===== config.mk =====
export PLATFORM = sky130hd
export DESIGN_NAME = kmer_window_builder
export DESIGN_NICKNAME = d
export VERILOG_FILES = /design/src/rtl/proj_pkg.sv /design/src/rtl/kmer_out_reg.sv /design/src/rtl/kmer_window_builder.sv
export SDC_FILE = /design/constraint.sdc
export NUM_CORES = 1
export LEC_CHECK = 0
export CORE_ASPECT_RATIO = 1.4
export CORE_MARGIN = 2
export CORE_UTILIZATION = 50
export CTS_CLUSTER_SIZE = 40
export DETAILED_ROUTE_END_ITERATION = 7
export PLACE_DENSITY = 0.73
export SKIP_LAST_GASP = 1
export SYNTH_ARGS = -nofsm -noshare
export SYNTH_HDL_FRONTEND = slang
export SYNTH_SLANG_ARGS = --single-unit

===== constraint.sdc =====
create_clock -name clk -period 5.5 [get_ports clk]
set_input_delay 1.1 -clock clk [delete_from_list [all_inputs] [get_ports clk]]
set_output_delay 1.1 -clock clk [all_outputs]
set_load 0.005 [all_outputs]

===== src/rtl/proj_pkg.sv =====
// Shared definitions for the k-mer hashing path: base encoding, default k-mer
// geometry, the k-mer word type and the window-builder fill states.
package proj_pkg;

    localparam int KMER_BUFFER_HASHER_KMER_LEN  = 16;
    localparam int KMER_BUFFER_HASHER_BASE_BITS = 2;
    localparam int KMER_DATA_BITS =
        KMER_BUFFER_HASHER_KMER_LEN * KMER_BUFFER_HASHER_BASE_BITS;
    localparam int KMER_POS_W = 32;

    typedef enum logic [1:0] {
        BASE_A = 2'd0,
        BASE_C = 2'd1,
        BASE_G = 2'd2,
        BASE_T = 2'd3
    } base_e;

    typedef logic [KMER_DATA_BITS-1:0] kmer_t;

    typedef enum logic {
        ST_FILL   = 1'b0,
        ST_STREAM = 1'b1
    } fill_state_e;

endpackage


===== src/rtl/kmer_out_reg.sv =====
// Single-entry valid/ready output register carrying a k-mer word, its position
// and a last flag; payload is frozen while a beat is pending and not taken.
module kmer_out_reg #(
    parameter int DATA_W = 32,
    parameter int POS_W  = 32
) (
    input  logic              clk,
    input  logic              rst_n,
    input  logic              i_load,
    input  logic [DATA_W-1:0] i_data,
    input  logic [POS_W-1:0]  i_pos,
    input  logic              i_last,
    input  logic              i_ready,
    output logic              o_can_load,
    output logic              o_valid,
    output logic [DATA_W-1:0] o_data,
    output logic [POS_W-1:0]  o_pos,
    output logic              o_last
);

    logic              r_valid;
    logic [DATA_W-1:0] r_data;
    logic [POS_W-1:0]  r_pos;
    logic              r_last;

    // Room for a new beat when empty or when the pending beat leaves this cycle.
    assign o_can_load = !r_valid || i_ready;

    // NOTE: state registers use non-blocking assignments so every flop samples
    // the pre-edge values, independent of statement order.
    always_ff @(posedge clk or negedge rst_n) begin
        if (!rst_n) begin
            r_valid <= 1'b0;
            r_data  <= '0;
            r_pos   <= '0;
            r_last  <= 1'b0;
        end else if (i_load) begin
            r_valid <= 1'b1;
            r_data  <= i_data;
            r_pos   <= i_pos;
            r_last  <= i_last;
        end else if (i_ready) begin
            r_valid <= 1'b0;
        end
    end

    assign o_valid = r_valid;
    assign o_data  = r_data;
    assign o_pos   = r_pos;
    assign o_last  = r_last;

endmodule


===== src/rtl/kmer_window_builder.sv =====
// Sliding-window k-mer assembler feeding the hasher. Optional canonical k-mer
// output is enabled by defining CANONICAL_KMER_EN.
module kmer_window_builder
    import proj_pkg::*;
#(
    parameter int KMER_LEN         = KMER_BUFFER_HASHER_KMER_LEN,
    parameter int BASE_BITS        = KMER_BUFFER_HASHER_BASE_BITS,
    parameter int HASHER_DATA_BITS = KMER_LEN * BASE_BITS,
    parameter int POS_W            = KMER_POS_W
) (
    input  logic                        clk,
    input  logic                        rst_n,
    input  logic                        base_valid,
    output logic                        base_ready,
    input  logic [BASE_BITS-1:0]        base_data,
    input  logic                        base_is_n,
    input  logic                        base_last,
    output logic                        kmer_valid,
    input  logic                        kmer_ready,
    output logic [HASHER_DATA_BITS-1:0] kmer_data,
    output logic [POS_W-1:0]            kmer_pos,
    output logic                        kmer_last,
    output logic                        seq_done
);

    localparam int HDB    = HASHER_DATA_BITS;
    localparam int BB     = BASE_BITS;
    localparam int FILL_W = $clog2(KMER_LEN + 1);

    fill_state_e         r_state, w_state_next;
    logic [FILL_W-1:0]   r_fill, w_fill_next;
    logic [HDB-1:0]      r_win;
    logic [HDB-1:0]      w_win_next;
    logic [POS_W-1:0]    r_base_cnt;
    logic                r_seq_done;
    logic                w_accept;
    logic                w_emit;
    logic [HDB-1:0]      w_kmer_word;
    logic [POS_W-1:0]    w_kmer_pos;

    assign w_accept   = base_valid && base_ready;
    assign w_win_next = {r_win[HDB-BB-1:0], base_data};
    assign w_kmer_pos = r_base_cnt - POS_W'(KMER_LEN - 1);

    // NOTE: every combinational output gets a default first, so no path
    // through the block leaves a signal unassigned and no latch is inferred.
    always_comb begin
        w_state_next = r_state;
        w_fill_next  = r_fill;
        w_emit       = 1'b0;
        if (w_accept) begin
            if (base_is_n) begin
                w_fill_next  = '0;
                w_state_next = ST_FILL;
            end else if (r_state == ST_STREAM || r_fill == FILL_W'(KMER_LEN - 1)) begin
                w_emit       = 1'b1;
                w_fill_next  = FILL_W'(KMER_LEN);
                w_state_next = ST_STREAM;
            end else begin
                w_fill_next  = r_fill + 1'b1;
            end
            // End of sequence wins over everything: the next base starts afresh.
            if (base_last) begin
                w_fill_next  = '0;
                w_state_next = ST_FILL;
            end
        end
    end

    // NOTE: all control and datapath registers are reset so an asynchronous
    // reset mid-stream cannot leave a stale window behind.
    always_ff @(posedge clk or negedge rst_n) begin
        if (!rst_n) begin
            r_state    <= ST_FILL;
            r_fill     <= '0;
            r_win      <= '0;
            r_base_cnt <= '0;
            r_seq_done <= 1'b0;
        end else begin
            r_state    <= w_state_next;
            r_fill     <= w_fill_next;
            r_seq_done <= w_accept && base_last;
            if (w_accept && !base_is_n) begin
                r_win <= w_win_next;
            end
            if (w_accept) begin
                r_base_cnt <= base_last ? '0 : r_base_cnt + 1'b1;
            end
        end
    end

`ifdef CANONICAL_KMER_EN
    logic [HDB-1:0] r_rc;
    logic [HDB-1:0] w_rc_next;

    if (BASE_BITS != 2) begin : g_bad_base_bits
        $error("kmer_window_builder: CANONICAL_KMER_EN requires BASE_BITS == 2");
    end

    // Complementing a 2-bit base is a bitwise invert (A<->T, C<->G).
    assign w_rc_next   = {~base_data, r_rc[HDB-1:BB]};
    assign w_kmer_word = (w_win_next <= w_rc_next) ? w_win_next : w_rc_next;

    always_ff @(posedge clk or negedge rst_n) begin
        if (!rst_n) begin
            r_rc <= '0;
        end else if (w_accept && !base_is_n) begin
            r_rc <= w_rc_next;
        end
    end
`else
    assign w_kmer_word = w_win_next;
`endif

    kmer_out_reg #(
        .DATA_W (HDB),
        .POS_W  (POS_W)
    ) u_out_reg (
        .clk        (clk),
        .rst_n      (rst_n),
        .i_load     (w_emit),
        .i_data     (w_kmer_word),
        .i_pos      (w_kmer_pos),
        .i_last     (base_last),
        .i_ready    (kmer_ready),
        .o_can_load (base_ready),
        .o_valid    (kmer_valid),
        .o_data     (kmer_data),
        .o_pos      (kmer_pos),
        .o_last     (kmer_last)
    );

    assign seq_done = r_seq_done;

endmodule


# --- Word level (Yosys, flattened, before mapping) ---
# Index checks and enable logic that the tools add are counted.
op_classes:
  add_sub_neg: 3
  eq_ne: 1
  muxes: 12
  n_reduce_logical: 10
op_table:
  columns: ["operator", "count"]
  rows:
  - ["$add 32x1->32 const B", 1]
  - ["$mux 32", 1]
  - ["$sub 32x4->32 const B", 1]
  - ["$mux 5", 3]
  - ["$mux 1", 8]
  - ["$add 5x1->5 const B", 1]
  - ["$eq 5x4->1 const B", 1]
  - ["$logic_and 1x1->1", 3]
  - ["$reduce_bool 3->1", 1]
  - ["$logic_not 1->1", 2]
  - ["$logic_or 1x1->1", 2]
  - ["$reduce_and 2->1", 1]
  - ["$reduce_bool 2->1", 1]
word_totals:
  reg_bits: 135
  input_bits: 8
  out_inout_bits: 68
  elab_cells: 35

# --- Depth between registers and ports, before layout ---
# Gate-level depths: netlist of the first run.
logic_depth:
  depth_word: 6
  mapped_depth: 9

# --- Modules after synthesis ---
# A second synthesis of the first run with hierarchy kept.
hier_totals:
  hier_cells: 532
  area_unflattened_um2: 6475.0
by_module_without_submodules:
  columns: ["mod", "n_inst", "cells_each", "area_each_um2"]
  rows:
  - ["kmer_window_builder", 1, 392, 3866.2]
  - ["kmer_out_reg", 1, 140, 2608.8]

# --- Least setup slack after synthesis of the first run ---
# OpenSTA, ideal clock, no wires.
synth_timing:
  path_kind: "in2out"
  startpoint: "input port kmer_ready"
  endpoint: "output port base_ready"
  arrival_time_ps: 1467
  t_required_ps: 4400
  setup_slack_ps: 2933
  path_stages: 2
  path_buffers: 0
  cell_sequence: "nor2b_1 -> inv_1"
synth_via:
  elab_chain_len: 1
synth_rtl:
  columns: ["item", "line", "rtl"]
  rows:
  - ["start: declaration", "kmer_window_builder.sv:19", "input logic kmer_ready,"]
  - ["$logic_or 1x1->1", "kmer_out_reg.sv:27", "assign o_can_load = !r_valid || i_ready;"]
  - ["end: declaration", "kmer_window_builder.sv:14", "output logic base_ready,"]
# Every way passes these cells.

# --- Worst setup path after layout of the first run ---
# Same ends and word-level chain as after synthesis.

==> results.py, run 1 <==
metrics = {
    "run_status": {
        "status": "completed",
    },
    "worst_setup_path": {
        "r2r-start": "r_fill[0]$_DFFE_PN0P_",
        "reg2reg_depth": 6,
        "critPathKind": "primary input to output port",
        "cp-startpoint": "kmer_ready",
        "worstPathArrival_ps": 2660,
        "endpoint": "base_ready",
        "crit_path_end_kind": "output port",
        "rrSetupSlack_ps": 2950,
        "worst_setup_path_start_kind": "primary input",
        "r2r_end": "u_out_reg.o_pos[9]$_DFFE_PN0P_",
        "cp_max_fo": 6,
        "cp.required_ps": 4400,
    },
    "layout": {
        "final_common_cell": "nand2_1",
        "antenna_cells": 0,
        "fin_nets": 705,
        "instances_no_fill": 856,
        "syn_to_final_growth_pct": 22.74,
        "final_cell_mix": "151 x nand2_1, 135 x dfrtp_1, 74 x clkdlybuf4s50_1, 41 x o21ai_0, 37 x nor2_1",
        "num-fill-cells": 1031,
        "layout-drive-gt1-share_pct": 10.62,
    },
    "clock_tree": {
        "cts_tree": "done",
        "cts_max_level": 4,
        "cts_sinks": 135,
        "ctsResizeCount": 0,
        "clock-root-buffer": "clkbuf_16",
        "clkTransAtPathRegs_ps": 60,
        "hold_buffers": 0,
        "clock_latency_ps": 410,
        "post-cts-setup-buffers": 0,
        "clock_path_buffers": 2,
        "numCtsBuffers": 17,
    },
    "power_and_ir_drop": {
        "vdd_drop_max_mv": 0.2288,
        "powerDensity_nw_per_um2": 326.0,
        "p_leak_nw": 3.507,
        "p_total_w": 0.002488,
    },
    "sta": {
        "postLayoutSetupSlackWorst_ps": 1739,
        "rsz0062_at_grt": "false",
        "fin_crit_sh_pct": 68.38,
        "period_needed_ps": 3761,
        "hold_ws_ps": 471.2,
        "setup_viol": 0,
        "finalHoldViolations": 0,
        "drv_slew": 0,
        "relSlewSlack_pct": 43.97,
        "fin_skew_ps": 5.412,
        "tns_ps": 0,
        "worst_pin_slew_ps": 840.4,
        "fmax_mhz": 265.9,
    },
    "floorplan": {
        "initial_utilization_pct": 50.76,
        "fp.dieArea_um2": 13360,
        "die_y_um": 136.0,
        "num_rows": 48,
        "core_um2": 12250,
        "die_w_um": 98.25,
        "io_pins": 76,
    },
    "min_path": {
        "hold_path.startpoint": "u_out_reg.o_data[26]$_DFFE_PN0P_",
        "hold_class": "flip-flop to flip-flop",
    },
    "routing": {
        "viasPerCell": 5.579,
        "vias": 4776,
        "ant_nets": 0,
        "drc": 0,
        "wl_per_cell_um": 16.05,
        "drt_iter0_markers": 247,
        "first_pass_iters": 4,
        "wl_mm": 13.74,
    },
    "placed_design": {
        "place_worst_setup_slack_ps": 1767,
        "dp_hpwl_mm": 9.218,
        "post-place-cells": 825,
        "routabilityCongestion": 0.8229,
        "io_buffers": 75,
    },
    "yosys": {
        "ys_ff_latch": 135,
        "synthTopCellsByArea": "dfrtp_1 54%, nand2_1 9.1%, mux2_2 5.4%",
        "yosysSeqAreaShare_pct": 54.33,
        "netlist_area_um2": 6218,
        "synth_top_area_share_pct": 54.33,
        "synth_top_area_cell": "dfrtp_1",
        "ys_types": 44,
        "syn_inst": 641,
        "synth_warnings": 0,
        "syn_nets": 652,
        "syn_avg_cell_area_um2": 9.701,
    },
    "global_route": {
        "grt_pass1_vias": 4710,
        "grt_max_degree": 93,
        "track_usage_pct": 21.48,
        "grt_pass1_wl_mm": 22.91,
        "grt-ovfl-total": 0,
        "antenna_found_initial": 0,
    },
    "flow_run": {
        "drv_cap": 0,
    },
}
-- synth_stat cells (all sizes together) --
| cell type | count |
|---|---|
| nand2b | 4 |
| a31oi | 4 |
| nand2 | 151 |
| a21o | 2 |
| o31ai | 9 |
| nand3b | 2 |
| xnor2 | 31 |
| nor3 | 20 |
| and2 | 2 |
| and4 | 5 |
| or3 | 9 |
| or4 | 4 |
| nor4b | 5 |
| buf | 8 |
| nor2 | 38 |
| nor4bb | 1 |
| nand4 | 12 |
| nor2b | 2 |
| inv | 7 |
| nor4 | 14 |
| clkbuf | 38 |
| and4b | 1 |
| and4bb | 1 |
| o21ai | 47 |
| xor2 | 9 |
| dfrtp | 135 |
| nand4b | 2 |
| a2111oi | 1 |
| nand3 | 17 |
| ha | 3 |
| a21oi | 19 |
| o41ai | 2 |
| or2 | 1 |
| mux2 | 30 |
| and3 | 5 |
-- worst min-delay path by stage --
| stage | endpoint | slack, ps | depth (start not counted) |
|---|---|---|---|
| 6_report | u_out_reg.o_data[26]$_DFFE_PN0P_ | 470 | 2 |
| 5_1_grt | r_fill[4]$_DFFE_PN0P_ | 500 | 1 |
| 4_1_cts | r_fill[4]$_DFFE_PN0P_ | 480 | 1 |
| 3_5_place_dp | u_out_reg.o_data[15]$_DFFE_PN0P_ | 460 | 2 |
| 3_3_place_gp | u_out_reg.o_data[30]$_DFFE_PN0P_ | 450 | 2 |
| 2_1_floorplan | u_out_reg.o_data[30]$_DFFE_PN0P_ | 430 | 2 |
-- flip-flops by register name (all words and copies together), names as in the netlist --
register	cells
u_out_reg.o_valid	1
r_state	1
u_out_reg.o_pos	32
r_base_cnt	32
u_out_reg.o_last	1
r_win	30
r_fill	5
seq_done	1
u_out_reg.o_data	32
-- worst max-delay path, stage by stage --
cell and delay (ps):
clkdlybuf4s50_1 400, nor2b_1 420, inv_1 210, clkdlybuf4s50_1 530
-- kinds of logic (layout without fill, tap and decap cells) --
group,Yosys count,after routing,share of synthesized area [%]
and+or+nand+nor,296,296,23.18
DFF,135,135,54.33
AOI/OAI and AO/OA,84,84,7.465
buffers and inverters,53,118,3.360
xor gates and xnor gates,40,40,5.634
muxes,30,30,5.433
adders and majority gates,3,3,0.6037
-- stage by stage --
step | utilization, % | cell area [um^2]
after detailed placement | 57.39 | 7032
final | 62.30 | 7632
after CTS | 62.30 | 7632
after global routing | 62.30 | 7632
after global placement | 57.39 | 7032
after floorplan | - | 6218
-- power breakdown --
part / switching (W) / internal, W / leakage, nW
Clock: 0.000404 / 0.000747 / 0.287
Sequential: 0.0000786 / 0.00110 / 1.82
Combinational: 0.0000680 / 0.0000942 / 1.40
-- metal layers --
layer,track usage [%],vias up,wire [um]
li1,-,2293,-
met4,8.600,0,377
met1,24.60,2341,5398
met5,0,-,0
met2,38.85,113,7394
met3,4.884,29,572
-- cell type report --
type | count | area (um^2) | share of cell area (%)
Sequential cell | 135 | 3378 | 44.26
Timing Repair Buffer | 80 | 789.5 | 10.34
Clock inverter | 7 | 118.9 | 1.557
Tap cell | 150 | 187.7 | 2.459
Inverter | 7 | 26.28 | 0.3443
Multi-Input combinational cell | 453 | 2650 | 34.72
Clock buffer | 24 | 481.7 | 6.311
Power figures use the tool's default switching activity.
==> run 2, diff against run 1 <==
--- a/config.mk
+++ b/config.mk
@@ -10,7 +10,7 @@
 export CORE_UTILIZATION = 50
 export CTS_CLUSTER_SIZE = 40
 export DETAILED_ROUTE_END_ITERATION = 7
-export PLACE_DENSITY = 0.73
+export PLACE_DENSITY = 0.76
 export SKIP_LAST_GASP = 1
 export SYNTH_ARGS = -nofsm -noshare
 export SYNTH_HDL_FRONTEND = slang
==> constraint.sdc (replaced) <==
create_clock -name clk -period 3.45 [get_ports clk]
set_input_delay 0.69 -clock clk [delete_from_list [all_inputs] [get_ports clk]]
set_output_delay 0.69 -clock clk [all_outputs]
set_load 0.005 [all_outputs]
==> run 2 against run 1 <==
Effect of this change: flip-flop and latch count is the same; routed wire length grew 0.90%; non-clock buffer count grew 2; critical endpoint unchanged; largest cell class unchanged.
==> results.py, run 2 (synthesis results as in run 1) <==
metrics = {
    "run_status": {
        "status": "completed",
    },
    "placed_design": {
        "post-place-cells": 827,
        "routabilityCongestion": 0.8662,
        "io_buffers": 75,
        "dp_hpwl_mm": 9.153,
    },
    "routing": {
        "drc": 0,
        "wl_per_cell_um": 16.14,
        "ant_nets": 0,
        "first_pass_iters": 4,
        "viasPerCell": 5.558,
        "vias": 4774,
        "drt_iter0_markers": 299,
        "wl_mm": 13.87,
    },
    "clock_tree": {
        "cts_max_level": 4,
        "cts_tree": "done",
        "hold_buffers": 0,
        "numCtsBuffers": 17,
        "clock-root-buffer": "clkbuf_16",
        "ctsResizeCount": 0,
        "clock_latency_ps": 410,
        "cts_sinks": 135,
        "clock_path_buffers": 2,
        "clkTransAtPathRegs_ps": 60,
        "post-cts-setup-buffers": 0,
    },
    "global_route": {
        "track_usage_pct": 22.28,
        "antenna_found_initial": 0,
        "grt_max_degree": 84,
        "grt_pass1_wl_mm": 23.81,
        "grt-ovfl-total": 0,
        "grt_pass1_vias": 4858,
    },
    "floorplan": {
        "num_rows": 48,
        "fp.dieArea_um2": 13360,
        "core_um2": 12250,
        "die_y_um": 136.0,
        "die_w_um": 98.25,
        "initial_utilization_pct": 50.76,
        "io_pins": 76,
    },
    "sta": {
        "fin_skew_ps": 8.844,
        "hold_ws_ps": 341.7,
        "finalHoldViolations": 0,
        "worst_pin_slew_ps": 1076,
        "rsz0062_at_grt": "false",
        "relSlewSlack_pct": 28.03,
        "period_needed_ps": 2856,
        "fmax_mhz": 350.1,
        "drv_slew": 0,
        "fin_crit_sh_pct": 82.79,
        "tns_ps": 0,
        "setup_viol": 0,
    },
    "layout": {
        "syn_to_final_growth_pct": 23.04,
        "final_common_cell": "nand2_1",
        "regArea_um2": 3378,
        "final_cell_mix": "151 x nand2_1, 135 x dfrtp_1, 74 x clkdlybuf4s50_1, 41 x o21ai_0, 37 x nor2_1",
        "fin_nets": 707,
        "antenna_cells": 0,
        "layout-drive-gt1-share_pct": 11.42,
        "final_util_pct": 62.45,
        "multi_input_area_um2": 2650,
        "num-fill-cells": 1026,
        "instances_no_fill": 859,
    },
    "power_and_ir_drop": {
        "p_leak_nw": 3.519,
        "vdd_drop_max_mv": 0.4564,
        "powerDensity_nw_per_um2": 511.2,
        "p_total_w": 0.003911,
    },
    "flow_run": {
        "drv_cap": 0,
    },
    "worst_setup_path": {
        "reg2reg_depth": 6,
        "critPathKind": "primary input to output port",
        "crit_path_end_kind": "output port",
        "crit_chain": "clkdlybuf4s50_1 > nor2b_1 > inv_1 > clkdlybuf4s50_1",
        "max_stage_delay_ps": 520,
        "worstPathArrival_ps": 2170,
        "critPathMostFrequentCell": "clkdlybuf4s50_1",
        "slowest_stage": "clkdlybuf4s50_1",
        "worst_setup_path_start_kind": "primary input",
        "cp.required_ps": 2760,
        "cp_max_fo": 6,
    },
    "min_path": {
        "hold_class": "primary input to asynchronous set/reset pin",
    },
}
run 2: changes by cell type in the layout (fill, tap and decap cells not counted):
cell and delta:
clkinv_4 +1, clkbuf_1 -3, clkbuf_8 -3, bufinv_16 -1, inv_6 +4, clkinvlp_4 +1
clkinv_2 +2, buf_12 +2
run 2: cell type report:
type | instances | share of cell area [%]
sequential | 135 | 44.15
multi-input combinational | 453 | 34.64
timing repair buffer | 82 | 10.84
clock buffer | 18 | 5.609
tap | 150 | 2.453
clock inverter | 14 | 1.962
inverter | 7 | 0.3434
run 2: where the power goes:
part / internal (W) / switching, W / total, W
Combinational: 0.000153 / 0.000108 / 0.000261
Clock: 0.00107 / 0.000705 / 0.00178
Sequential: 0.00175 / 0.000128 / 0.00187
Total: 0.00297 / 0.000941 / 0.00391
run 2: worst paths after layout:
check	startpoint	to	slack [ps]
max in group asynchronous	rst_n	u_out_reg.o_pos[14]$_DFFE_PN0P_	2350
hold / removal	rst_n	u_out_reg.o_pos[30]$_DFFE_PN0P_	340
min in group clk	u_out_reg.o_pos[19]$_DFFE_PN0P_	u_out_reg.o_pos[19]$_DFFE_PN0P_	480
setup / recovery	kmer_ready	base_ready	590
setup reg to reg	r_base_cnt[0]$_DFFE_PN0P_	r_base_cnt[30]$_DFFE_PN0P_	950
hold reg to reg	u_out_reg.o_pos[19]$_DFFE_PN0P_	u_out_reg.o_pos[19]$_DFFE_PN0P_	480
run 2: per-stage QoR:
step                area, um^2  setup slack, ps
finish                    7651            593.9
global route              7651            481.2
detailed placement        7072            589.9
floorplan                 6218             1451
global placement          7072            586.4
CTS                       7651            578.1
run 2: critical path: cells and delay by family:
family / cells / cell delay [ps]
buf+inv: 3 / 1140
simple gates: 1 / 340
run 2: layer usage:
layer / wire [um] / share of wire, % / global-route usage, % / up-vias
met2: 7350 / 53 / 39.23 / 122
met4: 241 / 1.7 / 8.067 / 0
met5: 0 / 0 / 0 / -
met3: 696 / 5.0 / 6.118 / 18
li1: - / - / - / 2292
met1: 5576 / 40 / 26.17 / 2342
==> run 3, diff against run 2 <==
--- a/config.mk
+++ b/config.mk
@@ -10,7 +10,7 @@
 export CORE_UTILIZATION = 50
 export CTS_CLUSTER_SIZE = 40
 export DETAILED_ROUTE_END_ITERATION = 7
-export PLACE_DENSITY = 0.76
+export PLACE_DENSITY = 0.73
 export SKIP_LAST_GASP = 1
 export SYNTH_ARGS = -nofsm -noshare
 export SYNTH_HDL_FRONTEND = slang
==> constraint.sdc (replaced) <==
create_clock -name clk -period 3 [get_ports clk]
set_input_delay 0.6 -clock clk [delete_from_list [all_inputs] [get_ports clk]]
set_output_delay 0.6 -clock clk [all_outputs]
set_load 0.005 [all_outputs]
==> run 3 against run 2 <==
Effect of this change: design area is 0.43% higher; first-iteration DRC count shrank 7.7%; worst hold slack lost 180 ps.
==> results.py, run 3 (synthesis results as in run 1) <==
metrics = {
    "sta": {
        "setup_viol": 0,
        "fin_skew_ps": 7.168,
        "rsz0062_at_grt": "false",
        "relSlewSlack_pct": 43.08,
        "drv_slew": 0,
        "worst_pin_slew_ps": 853.8,
        "finalHoldViolations": 0,
        "fin_crit_sh_pct": 90.47,
        "period_needed_ps": 2714,
        "tns_ps": 0,
        "hold_ws_ps": 161.6,
        "fmax_mhz": 368.4,
    },
    "clock_tree": {
        "cts_max_level": 4,
        "cts_tree": "done",
        "clock_latency_ps": 410,
        "numCtsBuffers": 17,
        "clock-root-buffer": "clkbuf_16",
        "ctsResizeCount": 0,
        "cts_sinks": 135,
        "clock_path_buffers": 2,
        "hold_buffers": 0,
        "clkTransAtPathRegs_ps": 50,
        "post-cts-setup-buffers": 0,
    },
    "routing": {
        "drt_iter0_markers": 276,
        "drc": 0,
        "viasPerCell": 5.607,
        "first_pass_iters": 4,
        "ant_nets": 0,
        "wl_met2_mm": 7.700,
        "dr_wl_met3_um": 571,
        "highest_layer": "met4",
        "wl_per_cell_um": 16.36,
        "wl_mm": 14.09,
        "vias": 4828,
        "met1_length_mm": 5.490,
    },
    "min_path": {
        "hold_class": "primary input to asynchronous set/reset pin",
    },
    "global_route": {
        "grt_max_degree": 62,
        "grt-ovfl-total": 0,
        "grt_pass1_vias": 5132,
        "grt_pass1_wl_mm": 24.18,
        "track_usage_pct": 22.50,
        "antenna_found_initial": 0,
    },
    "layout": {
        "final_cell_mix": "151 x nand2_1, 135 x dfrtp_1, 74 x clkdlybuf4s50_1, 41 x o21ai_0, 37 x nor2_1",
        "antenna_cells": 0,
        "syn_to_final_growth_pct": 23.56,
        "layout-drive-gt1-share_pct": 11.81,
        "final_common_cell": "nand2_1",
        "fin_nets": 710,
        "instances_no_fill": 861,
    },
    "floorplan": {
        "die_w_um": 98.25,
        "fp.dieArea_um2": 13360,
        "die_y_um": 136.0,
        "initial_utilization_pct": 50.76,
        "num_rows": 48,
        "core_um2": 12250,
        "io_pins": 76,
    },
    "worst_setup_path": {
        "worst_setup_path_start_kind": "primary input",
        "worstPathArrival_ps": 2110,
        "max_stage_delay_ps": 530,
        "cp.required_ps": 2400,
        "critPathMostFrequentCell": "clkdlybuf4s50_1",
        "cp_max_fo": 6,
        "critPathKind": "primary input to output port",
        "crit_buf_inv": 3,
        "slowest_stage": "clkdlybuf4s50_1",
        "crit_path_end_kind": "output port",
        "crit_chain": "clkdlybuf4s50_1 > nor2b_1 > inv_1 > clkdlybuf4s50_1",
        "path_delay_family": "buffers and inverters",
    },
    "power_and_ir_drop": {
        "vdd_drop_max_mv": 0.4065,
        "p_total_w": 0.004489,
        "p_leak_nw": 3.537,
        "powerDensity_nw_per_um2": 584.2,
    },
    "flow_run": {
        "drv_cap": 0,
    },
    "run_status": {
        "status": "completed",
    },
    "placed_design": {
        "dp_hpwl_mm": 9.539,
        "io_buffers": 75,
        "post-place-cells": 830,
        "routabilityCongestion": 0.8508,
    },
}
[run 3: changes by cell type in the layout (fill, tap and decap cells not counted), sizes merged]
cell | before | now
buf | 8 | 11
inv | 11 | 9
clkinvlp | 3 | 2
clkinv | 5 | 8
clkbuf | 18 | 17
[run 3: cell type report]
| class | instances | area (um^2) |
|---|---|---|
| Clock buffer | 17 | 425.4 |
| Clock inverter | 14 | 151.4 |
| Fill cell | 1047 | 4568 |
| Inverter | 7 | 26.28 |
| Multi-Input combinational cell | 453 | 2650 |
| Sequential cell | 135 | 3378 |
| Tap cell | 150 | 187.7 |
| Timing Repair Buffer | 85 | 864.6 |
[run 3: worst paths after layout]
path                                                 start                               to  slack (ps)  depth (start not counted)
min in group clk           u_out_reg.o_pos[24]$_DFFE_PN0P_  u_out_reg.o_pos[24]$_DFFE_PN0P_         470                          2
hold reg to reg            u_out_reg.o_pos[24]$_DFFE_PN0P_  u_out_reg.o_pos[24]$_DFFE_PN0P_         470                          2
hold / removal                                       rst_n  u_out_reg.o_pos[31]$_DFFE_PN0P_         160                          1
setup / recovery                                kmer_ready                       base_ready         290                          4
max in group asynchronous                            rst_n       r_base_cnt[27]$_DFFE_PN0P_        2160                          2
setup reg to reg                 r_base_cnt[0]$_DFFE_PN0P_       r_base_cnt[30]$_DFFE_PN0P_         440                          6
[run 3: per-stage QoR]
| stage | utilization, % | cell area (um^2) | worst slack [ps] |
|---|---|---|---|
| 2_1_floorplan | - | 6218 | 1001 |
| 3_3_place_gp | 58.01 | 7107 | 315.4 |
| 3_5_place_dp | 58.01 | 7107 | 301.4 |
| 4_1_cts | 62.71 | 7684 | 293.4 |
| 5_1_grt | 62.71 | 7684 | 162.8 |
| 6_report | 62.71 | 7684 | 285.9 |
[run 3: layer usage]
layer / vias to the layer above / global-route usage (%)
met5: - / 0
met1: 2397 / 24.45
met4: 0 / 9.665
li1: 2303 / -
met2: 101 / 41.89
met3: 27 / 5.039
[run 3: where the power goes]
part | internal (W) | total, W | switching (W)
clock | 0.00122 | 0.00203 | 0.000804
sequential | 0.00201 | 0.00216 | 0.000148
combinational | 0.000178 | 0.000303 | 0.000126
total | 0.00341 | 0.00449 | 0.00108
